--- src/rtl/fifo_pkg.sv ---
// Shared constants for the 16x8 RAM FIFO controller.
// Sizes, pointer width and default flag thresholds.
package fifo_pkg;
  localparam int RAM_WIDTH = 8;
  localparam int RAM_DEPTH = 16;
  localparam int ADDR_SIZE = 4;
  localparam int PTR_W     = ADDR_SIZE + 1;
  localparam int AF_THR    = 14;
  localparam int AE_THR    = 2;
endpackage

--- src/rtl/fifo_ptr.sv ---
// Wrapping FIFO pointer with one extra wrap bit.
// Increments by one when inc is high.
import fifo_pkg::*;

module fifo_ptr #(
  parameter int W = PTR_W
) (
  input  logic         clk,
  input  logic         reset,
  input  logic         inc,
  output logic [W-1:0] ptr
);

  // advance on each accepted operation, wrapping naturally
  always_ff @(posedge clk) begin
    if (reset)
      ptr <= '0;
    else if (inc)
      ptr <= ptr + W'(1);
  end

endmodule

--- src/rtl/fifo_ctrl_16_8.sv ---
// FIFO controller driving the 16x8 dual-port RAM.
// Tracks occupancy, flags and read-data valid.
import fifo_pkg::*;

module fifo_ctrl_16_8 #(
  parameter int ram_depth = RAM_DEPTH,
  parameter int addr_size = ADDR_SIZE,
  parameter int af_thr    = AF_THR,
  parameter int ae_thr    = AE_THR
) (
  input  logic                 clk,
  input  logic                 reset,
  input  logic                 push,
  input  logic                 pop,
  output logic                 ram_write,
  output logic                 ram_read,
  output logic [addr_size-1:0] ram_wr_addr,
  output logic [addr_size-1:0] ram_rd_addr,
  output logic                 rd_valid,
  output logic                 full,
  output logic                 empty,
  output logic                 almost_full,
  output logic                 almost_empty,
  output logic [addr_size:0]   count,
  output logic                 overflow,
  output logic                 underflow
);

  logic [addr_size:0] wr_ptr;
  logic [addr_size:0] rd_ptr;
  logic               push_ok;
  logic               pop_ok;

  // flags decode only from the registered count
  assign full         = count == (addr_size+1)'(ram_depth);
  assign empty        = count == '0;
  assign almost_full  = count >= (addr_size+1)'(af_thr);
  assign almost_empty = count <= (addr_size+1)'(ae_thr);

  // reset gates the strobes so nothing reaches the RAM
  assign push_ok = push & ~full & ~reset;
  assign pop_ok  = pop & ~empty & ~reset;

  assign ram_write   = push_ok;
  assign ram_read    = pop_ok;
  assign ram_wr_addr = wr_ptr[addr_size-1:0];
  assign ram_rd_addr = rd_ptr[addr_size-1:0];

  fifo_ptr #(.W(addr_size+1)) u_wr_ptr (
    .clk   (clk),
    .reset (reset),
    .inc   (push_ok),
    .ptr   (wr_ptr)
  );

  fifo_ptr #(.W(addr_size+1)) u_rd_ptr (
    .clk   (clk),
    .reset (reset),
    .inc   (pop_ok),
    .ptr   (rd_ptr)
  );

  // occupancy, read-valid and sticky error state
  always_ff @(posedge clk) begin
    if (reset) begin
      count     <= '0;
      rd_valid  <= 1'b0;
      overflow  <= 1'b0;
      underflow <= 1'b0;
    end else begin
      case ({push_ok, pop_ok})
        2'b10:   count <= count + (addr_size+1)'(1);
        2'b01:   count <= count - (addr_size+1)'(1);
        default: count <= count;
      endcase
      rd_valid <= pop_ok;
      if (push & full)
        overflow <= 1'b1;
      if (pop & empty)
        underflow <= 1'b1;
    end
  end

endmodule

--- config.mk ---
export PLATFORM = sky130hd
export DESIGN_NAME = fifo_ctrl_16_8
export DESIGN_NICKNAME = d
export VERILOG_FILES = /design/src/rtl/fifo_pkg.sv /design/src/rtl/fifo_ptr.sv /design/src/rtl/fifo_ctrl_16_8.sv
export SDC_FILE = /design/constraint.sdc
export NUM_CORES = 1
export LEC_CHECK = 0
export BUFFER_PORTS_ARGS = -buffer_cell sky130_fd_sc_hd__buf_4
export CAP_MARGIN = 20
export CORE_UTILIZATION = 35
export CTS_CLUSTER_DIAMETER = 100
export DETAILED_ROUTE_END_ITERATION = 12
export HOLD_SLACK_MARGIN = 0.03
export SLEW_MARGIN = 10
export SYNTH_ARGS = -nofsm -noshare
export SYNTH_HDL_FRONTEND = slang
export SYNTH_SLANG_ARGS = --single-unit
export TNS_END_PERCENT = 10
--- constraint.sdc ---
create_clock -name clk -period 3.1 [get_ports clk]
set_input_delay 0.31 -clock clk [delete_from_list [all_inputs] [get_ports clk]]
set_output_delay 0.31 -clock clk [all_outputs]
set_load 0.02 [all_outputs]
==> results.toml, run 1 <==
[run_status]
outcome = "complete, no violations"

[global_routing]
grt_pass1_vias = 670
use_met2_pct = 24.5
grt_overflow = 0
busiest_layer = "met2"
grt_util_met1_pct = 20.7
grt_pass1_wl_mm = 3.04
grtUsageTotal_pct = 15.5
grt_max_degree = 23
antenna_found_initial = 0
use_met3_pct = 2.98

[place]
place_hpwl_mm = 1.36
dpl_cell_area_sq_mm = 0.00107
port_buffers = 25
routabilityCongestion = 0.784
dp_slack_ns = 0.266

[floorplan]
die_x_microns = 51.5
coreArea_sq_mm = 0.00225
start_util_pct = 38.0
rows = 17
ios = 26
chipHeight_microns = 51.5
dieArea_sq_mm = 0.00265

[yosys]
yosysSeqAreaShare_pct = 37.4
syn-num-nets = 108
netlist_area_sq_um = 857
synth_seq_cells = 16
syn-instance-count = 97
avgSynthCellArea_sq_um = 8.84
synth_cell_types = 32
synth_warnings = 0

[clocking]
cts_resized = 0
cts_sinks = 16
clkSlewWorstSetupHoldPaths_ns = 0.09
h-tree-depth = 1
clock-root-buffer = "clkbuf_4"
clk_path_buf_depth = 2
insertion_delay_ns = 0.28
post-cts-setup-buffers = 0
cts_buffers = 3
postCtsHoldBufs = 0
cts_tree = "yes"

[route]
drc = 0
via_count = 736
drtAntennaViolNets = 0
drt_first_pass_iters = 4
vias_per_cell = 4.91
wl_per_cell_microns = 12.1
wl_mm = 1.81
detail_route.iter0.violations = 6

[critical_path]
path_delay_family = "simple AND/OR/NAND/NOR gates"
cp_slowest_cell = "or3_4"
end_kind = "register"
critPathMaxStageDelay_ns = 0.44
crit_path_start_kind = "register"
path_cells = "or3_4, o31ai_4, nor2_1, ha_1, ha_1, or2_2, o22ai_1, mux2i_1, mux2_2"
path_class = "register to register"
worstPathBufferInverterCount = 0
required_ns = 3.27
crit_top_cell = "ha_1"
path_max_fanout = 6
crit_arrival_ns = 3.01

[sta]
finalSetupTns_ns = 0
fin_ws_ns = 0.257
fmax_mhz = 352
period_share_pct = 91.7
rsz0062_at_grt = "no"
fin_crit_ns = 2.84
report.final.slew_viol_count = 0
tightestPinTransition_ns = 0.409
fin_skew_ns = 0.00478
hold_viol_final = 0
timing.slew.headroom_pct = 72.5
setup_violations = 0

[layout]
num-nets-final = 135
fillCellCount = 238
insertedDiodeCount = 0
drive_above_1_share_pct = 29.5
area_delta_synth_final_pct = 27.9
fin_util_pct = 48.6
final_area_sq_mm = 0.00110

[run]
maxCapViolations = 0

[min_path]
min_path_type = "input port to register"

[power]
power_mw = 0.532
leakage_nw = 0.527
ir_worst_vdd_uv = 239
power_density_mw_per_mm2 = 485
==> flip-flops by register name, indices dropped and copies added (netlist names) <==
signal / cells
count: 5
underflow: 1
u_rd_ptr.ptr: 4
u_wr_ptr.ptr: 4
rd_valid: 1
overflow: 1
==> per-stage QoR <==
stage / cells / hold WS [ns]
final: 150 / 0.279
after detailed placement: 147 / 0.465
after global placement: 147 / 0.453
after floorplan: 97 / 0.451
after CTS: 150 / 0.277
after global routing: 150 / 0.293
==> metal layers <==
| metal | vias to the layer above | routed length [microns] |
|---|---|---|
| met2 | 19 | 856 |
| met3 | 2 | 77 |
| met1 | 336 | 865 |
| met4 | 0 | 12 |
| met5 | - | 0 |
| li1 | 379 | - |
==> layout by cell type, fill, tap and decap left out, drive strengths merged, types with 2 or more instances in the layout <==
cell type  count
xor2           3
inv            6
xnor2          3
dfxtp         16
mux2i          3
ha             6
nand3          2
or3            2
nor3           2
nor2b          4
a211oi         2
clkbuf         3
nor4           2
nand2          2
buf           27
a21oi          7
nor2          19
==> area by class of cell <==
| type | instances | area, sq um | area share [%] |
|---|---|---|---|
| inverter | 6 | 22.5 | 2.05 |
| tap | 28 | 35.0 | 3.20 |
| sequential | 16 | 320 | 29.2 |
| multi-input combinational | 70 | 493 | 45.0 |
| timing repair buffer | 27 | 203 | 18.5 |
| clock buffer | 3 | 22.5 | 2.05 |
==> worst paths after layout <==
check	startpoint	to	slack, ns	cells past startpoint
max reg2reg	count[2]$_SDFFE_PP0P_	count[4]$_SDFFE_PP0P_	0.26	9
min reg2reg	underflow$_SDFFE_PP0P_	underflow$_SDFFE_PP0P_	0.48	2
min	push	overflow$_SDFFE_PP0P_	0.28	3
max	count[2]$_SDFFE_PP0P_	count[4]$_SDFFE_PP0P_	0.26	9
==> worst register-to-register path, stage by stage (launching register included) <==
cell     delay [ns]
dfxtp_1        0.39
or3_4          0.44
o31ai_4        0.31
nor2_1         0.11
ha_1           0.26
ha_1           0.21
or2_2          0.29
o22ai_1        0.16
mux2i_1        0.22
mux2_2         0.34
==> logic make-up after synthesis <==
logic type	after synthesis	share of synthesized area, %
mux	4	4.82
xor+xnor	6	6.13
flops	16	37.4
compound gates	15	12.6
simple gates	38	22.9
buf+inv	11	5.11
fa+ha+maj	7	11.1
==> cell usage after synthesis <==
cell,count,share of area (%)
fa_1,1,2.3
clkbuf_1,3,1.3
xnor2_1,3,3.1
mux2i_1,3,3.5
nor4_2,1,1.5
or3_4,1,1.3
xor2_1,3,3.1
a211oi_1,2,1.8
or3_1,1,0.73
o31ai_4,1,2.5
nor2_1,19,8.3
o21ai_0,1,0.58
mux2_2,1,1.3
nor4_1,1,0.73
nor3_1,2,1.2
buf_2,2,1.2
nand2_1,2,0.88
a21oi_1,7,4.1
o22ai_1,1,0.73
and2_1,1,0.73
or4_1,1,0.88
a21o_1,1,0.88
ha_1,6,8.8
nor4bb_1,1,1.2
nand2b_1,1,0.73
nand3_1,2,1.2
nor2b_1,4,2.9
o311ai_1,1,1.0
inv_1,6,2.6
dfxtp_1,16,37
a31o_2,1,1.0
or2_2,1,0.73
==> report_power, final <==
| group | internal, mW | switching, mW | leakage [nW] |
|---|---|---|---|
| logic | 0.0797 | 0.107 | 0.383 |
| clock network | 0.0449 | 0.0624 | 0.0138 |
| registers | 0.222 | 0.0157 | 0.130 |
| total | 0.347 | 0.185 | 0.527 |
No activity file was read; power rests on OpenSTA's default activity.
==> inputs of run 2 (changes only) <==
CORE_UTILIZATION = 28   (was 35)
==> run 2 against run 1 <==
  * The run now ends with DRC left
  * Clock power about the same
  * Setup slack improved by 0.013 ns
  * Non-clock buffer count increased by 2
  * Global-route usage shrank 3.7 points
  * Die area increased by 24%
  * Utilization down 9.2 points
  * Routed wire length shrank 1.4%
  * Combinational power up 4%
  * Clock skew is 0.0042 ns lower
  * Via count up 0.95%
  * Critical path type unchanged
==> results.toml, run 2 (synthesis gave the netlist of run 1 again) <==
[floorplan]
die_x_microns = 57.3
start_util_pct = 30.3
dieArea_sq_mm = 0.00329
rows = 19
chipHeight_microns = 57.3
coreArea_sq_mm = 0.00283
ios = 26

[route]
wl_per_cell_microns = 11.5
wl_mm = 1.79
maxUsedRoutingLayer = "met4"
drt_first_pass_iters = 8
dr_wl_met2_microns = 838
wl_met1_microns = 832
dr_wl_met3_microns = 59
vias_per_cell = 4.79
via_count = 743
detail_route.iter0.violations = 7
drtAntennaViolNets = 0
drc = 2

[sta]
fin_crit_ns = 2.83
period_share_pct = 91.3
setup_violations = 0
holdWs_ns = 0.273
fmax_mhz = 353
rsz0062_at_grt = "no"
report.final.slew_viol_count = 0
tightestPinTransition_ns = 0.335
hold_viol_final = 0
finalSetupTns_ns = 0
fin_skew_ns = 0.000604
timing.slew.headroom_pct = 77.5

[layout]
layout_common_cells = "29 x buf_4, 19 x nor2_1, 16 x dfxtp_1, 7 x a21oi_1"
insertedDiodeCount = 0
area_delta_synth_final_pct = 30.1
final_common_cell = "buf_4"
reg_top3 = "count x5, u_rd_ptr.ptr x4, u_wr_ptr.ptr x4"
regMostFlops = "count"
drive_above_1_share_pct = 30.6
largest_reg_flops = 5
num-nets-final = 137

[critical_path]
crit_path_start_kind = "register"
ff2ff_setup_slack_ns = 0.27
end_kind = "register"
crit_arrival_ns = 3.00
path_class = "register to register"
path_max_fanout = 6
required_ns = 3.27

[power]
leakage_nw = 0.537
power_density_mw_per_mm2 = 481
ir_worst_vdd_uv = 220

[global_routing]
grt_overflow = 0
grt_pass1_wl_mm = 3.00
grtUsageTotal_pct = 11.8
antenna_found_initial = 0
grt_max_degree = 23
grt_pass1_vias = 720

[clocking]
post-cts-setup-buffers = 0
postCtsHoldBufs = 0
clk_path_buf_depth = 2
clock-root-buffer = "clkbuf_4"
clkSlewWorstSetupHoldPaths_ns = 0.09
cts_buffers = 3
cts_sinks = 16
cts_resized = 0
cts_tree = "yes"
insertion_delay_ns = 0.27
h-tree-depth = 1

[run_status]
violations = "DRC"
outcome = "finished, violations left"

[min_path]
min_path_type = "input port to register"

[run]
maxCapViolations = 0

[place]
place_hpwl_mm = 1.37
routabilityCongestion = 0.859
port_buffers = 25
run 2: cell type report:
class                   count  area [sq um]
clock buffers               3          22.5
multi-input cells          70           493
repair buffers             29           218
inverters                   6          22.5
well taps                  31          38.8
flip-flops and latches     16           320
fillers                   289          1710
run 2: worst max-delay path: stages (launching register included):
cell and delay [ns]:
dfxtp_1 0.38, or3_4 0.44, o31ai_4 0.30, nor2_1 0.11, ha_1 0.27, ha_1 0.22, or2_2 0.29, o22ai_1 0.16
mux2i_1 0.23, mux2_2 0.34
run 2: worst paths after layout:
kind | to | startpoint | cells past startpoint
worst max-delay path | count[4]$_SDFFE_PP0P_ | count[2]$_SDFFE_PP0P_ | 9
worst min-delay path | overflow$_SDFFE_PP0P_ | push | 3
worst max register to register | count[4]$_SDFFE_PP0P_ | count[2]$_SDFFE_PP0P_ | 9
worst min register to register | underflow$_SDFFE_PP0P_ | underflow$_SDFFE_PP0P_ | 2
run 2: where the power goes:
| part | internal, mW | switching (mW) |
|---|---|---|
| Sequential | 0.222 | 0.0146 |
| Combinational | 0.0859 | 0.109 |
| Clock | 0.0449 | 0.0595 |
run 2: routing by layer:
metal | vias up | GRT usage [%]
met5 | - | 0
met4 | 0 | 8.36
met3 | 6 | 1.59
met2 | 18 | 18.7
met1 | 335 | 14.7
li1 | 384 | -
run 2: per-stage QoR:
stage | instance area [sq um] | setup WS [ns] | instances | util [%] | total power [mW]
floorplan | 857 | 0.264 | 97 | - | 0.364
global placement | 1090 | 0.369 | 152 | 38.6 | 0.435
detailed placement | 1090 | 0.284 | 152 | 38.6 | 0.437
CTS | 1110 | 0.260 | 155 | 39.4 | 0.545
global route | 1110 | 0.112 | 155 | 39.4 | 0.572
finish | 1110 | 0.271 | 155 | 39.4 | 0.536
==> inputs of run 3 (changes only) <==
ABC_AREA = 1   (was not set)
CORE_UTILIZATION = 50   (was 28)
PLACE_DENSITY = 0.77   (was not set)
==> run 3 against run 2 <==
  * The flow now finishes without violations
  * Area after synthesis rose by 12%
  * Global-route usage rose by 7.2 points
  * Setup slack improved by 0.57 ns
  * Maximum frequency rose by 25%
  * Utilization rose by 28 points
  * Cell area rose by 7.2%
  * Final cell count rose by 19%
  * Hold slack got worse by 0.0082 ns
  * Critical path depth rose by 6
  * Clock-buffer cell count rose by 1
  * Sequential power rose by 16%
  * Synthesized cell count rose by 38%
  * Largest power group is now combinational logic
  * Highest routed layer unchanged
==> results.toml, run 3 <==
[layout]
layout_common_cells = "26 x nand2_1, 25 x buf_4, 22 x inv_1, 16 x dfxtp_1, 15 x nor2_1"
stdcell_count = 185
insertedDiodeCount = 0
regMostFlops = "count"
fillCellCount = 168
reg_top3 = "count x5, u_rd_ptr.ptr x4, u_wr_ptr.ptr x4"
fin_util_pct = 67.7
area_delta_synth_final_pct = 25.0
largest_reg_flops = 5
drive_above_1_share_pct = 26.3
final_common_cell = "nand2_1"
num-nets-final = 172
final_area_sq_mm = 0.00119

[sta]
report.final.slew_viol_count = 0
timing.slew.headroom_pct = 81.7
setup_violations = 0
tightestPinTransition_ns = 0.274
finalSetupTns_ns = 0
holdWs_ns = 0.265
period_share_pct = 72.9
fin_crit_ns = 2.26
hold_viol_final = 0
fin_skew_ns = 0.0121
rsz0062_at_grt = "no"
fmax_mhz = 443

[critical_path]
path_class = "register to register"
regToRegStartpoint = "count[0]$_SDFFE_PP0P_"
cp-startpoint = "count[0]$_SDFFE_PP0P_"
end_kind = "register"
ff2ff_path_depth = 15
required_ns = 3.29
path_max_fanout = 8
crit_path_start_kind = "register"
crit_arrival_ns = 2.45

[min_path]
min_from = "reset"
min_path_type = "input port to register"
min_path_cells = 2

[global_routing]
antenna_found_initial = 0
grt_overflow = 0
grtUsageTotal_pct = 18.9
grt_pass1_vias = 694
grt_pass1_wl_mm = 2.83
grt_max_degree = 12

[floorplan]
dieArea_sq_mm = 0.00209
start_util_pct = 54.2
rows = 15
coreArea_sq_mm = 0.00176
die_x_microns = 45.7
chipHeight_microns = 45.7
ios = 26

[yosys]
netlist_area_sq_um = 956
ys.flop_type = "dfxtp_1"
synth_seq_cells = 16
synthTopCellsByArea = "dfxtp_1 34%, nand2_1 10%, inv_1 8.6%"
syn-instance-count = 134
synthTopCellsByCount = "26 x nand2_1, 22 x inv_1, 16 x dfxtp_1, 15 x nor2_1, 11 x a21oi_1"
yosys.area.top_type_share_pct = 33.5
yosysMostFrequentCell = "nand2_1"
synth_warnings = 0
async_flop_share_pct = 0
synth_cell_types = 24
synth_edf_count = 0
synth_area_leader_cell = "dfxtp_1"
avgSynthCellArea_sq_um = 7.13
yosysSeqAreaShare_pct = 33.5
syn-num-nets = 145

[power]
p_clk_share_pct = 17.6
intPower_mw = 0.461
switching_share_pct = 42.2
power_frac_seq_pct = 34.6
leakage_nw = 0.615
power.switching_mw = 0.336
power_density_mw_per_mm2 = 667
power_frac_comb_pct = 47.8
ir_worst_vdd_uv = 386

[place]
routabilityCongestion = 0.890
dpl_cell_area_sq_mm = 0.00116
place_hpwl_mm = 1.46
port_buffers = 25
dp_cells = 181

[clocking]
cts_buffers = 3
clk_path_buf_depth = 2
insertion_delay_ns = 0.29
clkSlewWorstSetupHoldPaths_ns = 0.11
cts_sinks = 16
postCtsHoldBufs = 0
cts_resized = 0
clock-root-buffer = "clkbuf_4"
cts_tree = "yes"
post-cts-setup-buffers = 0
h-tree-depth = 1

[route]
wl_per_cell_microns = 10.1
drc = 0
vias_per_cell = 4.85
detail_route.iter0.violations = 13
drt_first_pass_iters = 4
drtAntennaViolNets = 0
wl_mm = 1.87
via_count = 898

[run_status]
outcome = "complete, no violations"

[run]
maxCapViolations = 0
==> run 3: worst paths after layout <==
path                                   to  slack (ns)
min reg2reg         overflow$_SDFFE_PP0P_        0.49
max reg2reg         count[4]$_SDFFE_PP0P_        0.84
min          u_rd_ptr.ptr[1]$_SDFFE_PP0P_        0.26
max                 count[4]$_SDFFE_PP0P_        0.84
==> run 3: cell type report <==
type                            instances  area [sq um]  share of cell area (%)
Multi-Input combinational cell         90           526                    44.0
Clock buffer                            4          36.3                    3.04
Timing Repair Buffer                   25           188                    15.7
Inverter                               25          93.8                    7.85
Sequential cell                        16           320                    26.8
Tap cell                               25          31.3                    2.62
==> run 3: routing by layer <==
layer	wire length (microns)	GRT usage, %
met3	60	4.76
met2	892	31.7
met1	905	23.2
met4	14	7.06
met5	0	0
==> run 3: worst max-delay path, cell delays in order (launching register included) <==
cell	delay [ns]
dfxtp_1	0.49
nor2_4	0.09
nand3_4	0.12
nand2_4	0.07
nor2_1	0.15
ha_1	0.28
inv_1	0.09
fa_1	0.40
inv_1	0.07
nand2_1	0.04
nand2_1	0.07
nand2_1	0.06
nand2_1	0.05
nand3_1	0.06
nand2_1	0.06
inv_1	0.03
==> run 3: cells by family after synthesis <==
kind of cell | Yosys count | synth area share [%]
AND/OR/NAND/NOR | 65 | 34.6
buffers and inverters | 28 | 11.5
AO/OA/AOI/OAI | 17 | 9.55
flip-flops | 16 | 33.5
adder cells (fa/ha/maj) | 7 | 9.95
XOR/XNOR | 1 | 0.916
==> run 3: power groups by stage <==
stage / clock network (mW) / logic [mW] / registers, mW
after floorplan: 0 / 0.229 / 0.313
after global placement: 0 / 0.377 / 0.279
after detailed placement: 0 / 0.382 / 0.280
after CTS: 0.144 / 0.384 / 0.277
after global routing: 0.155 / 0.419 / 0.281
final: 0.140 / 0.381 / 0.276
==> run 3: stage by stage <==
stage,worst slack [ns],power [mW]
finish,0.840,0.797
global route,0.612,0.854
CTS,0.850,0.805
detailed placement,0.883,0.662
global placement,0.899,0.657
floorplan,0.680,0.542
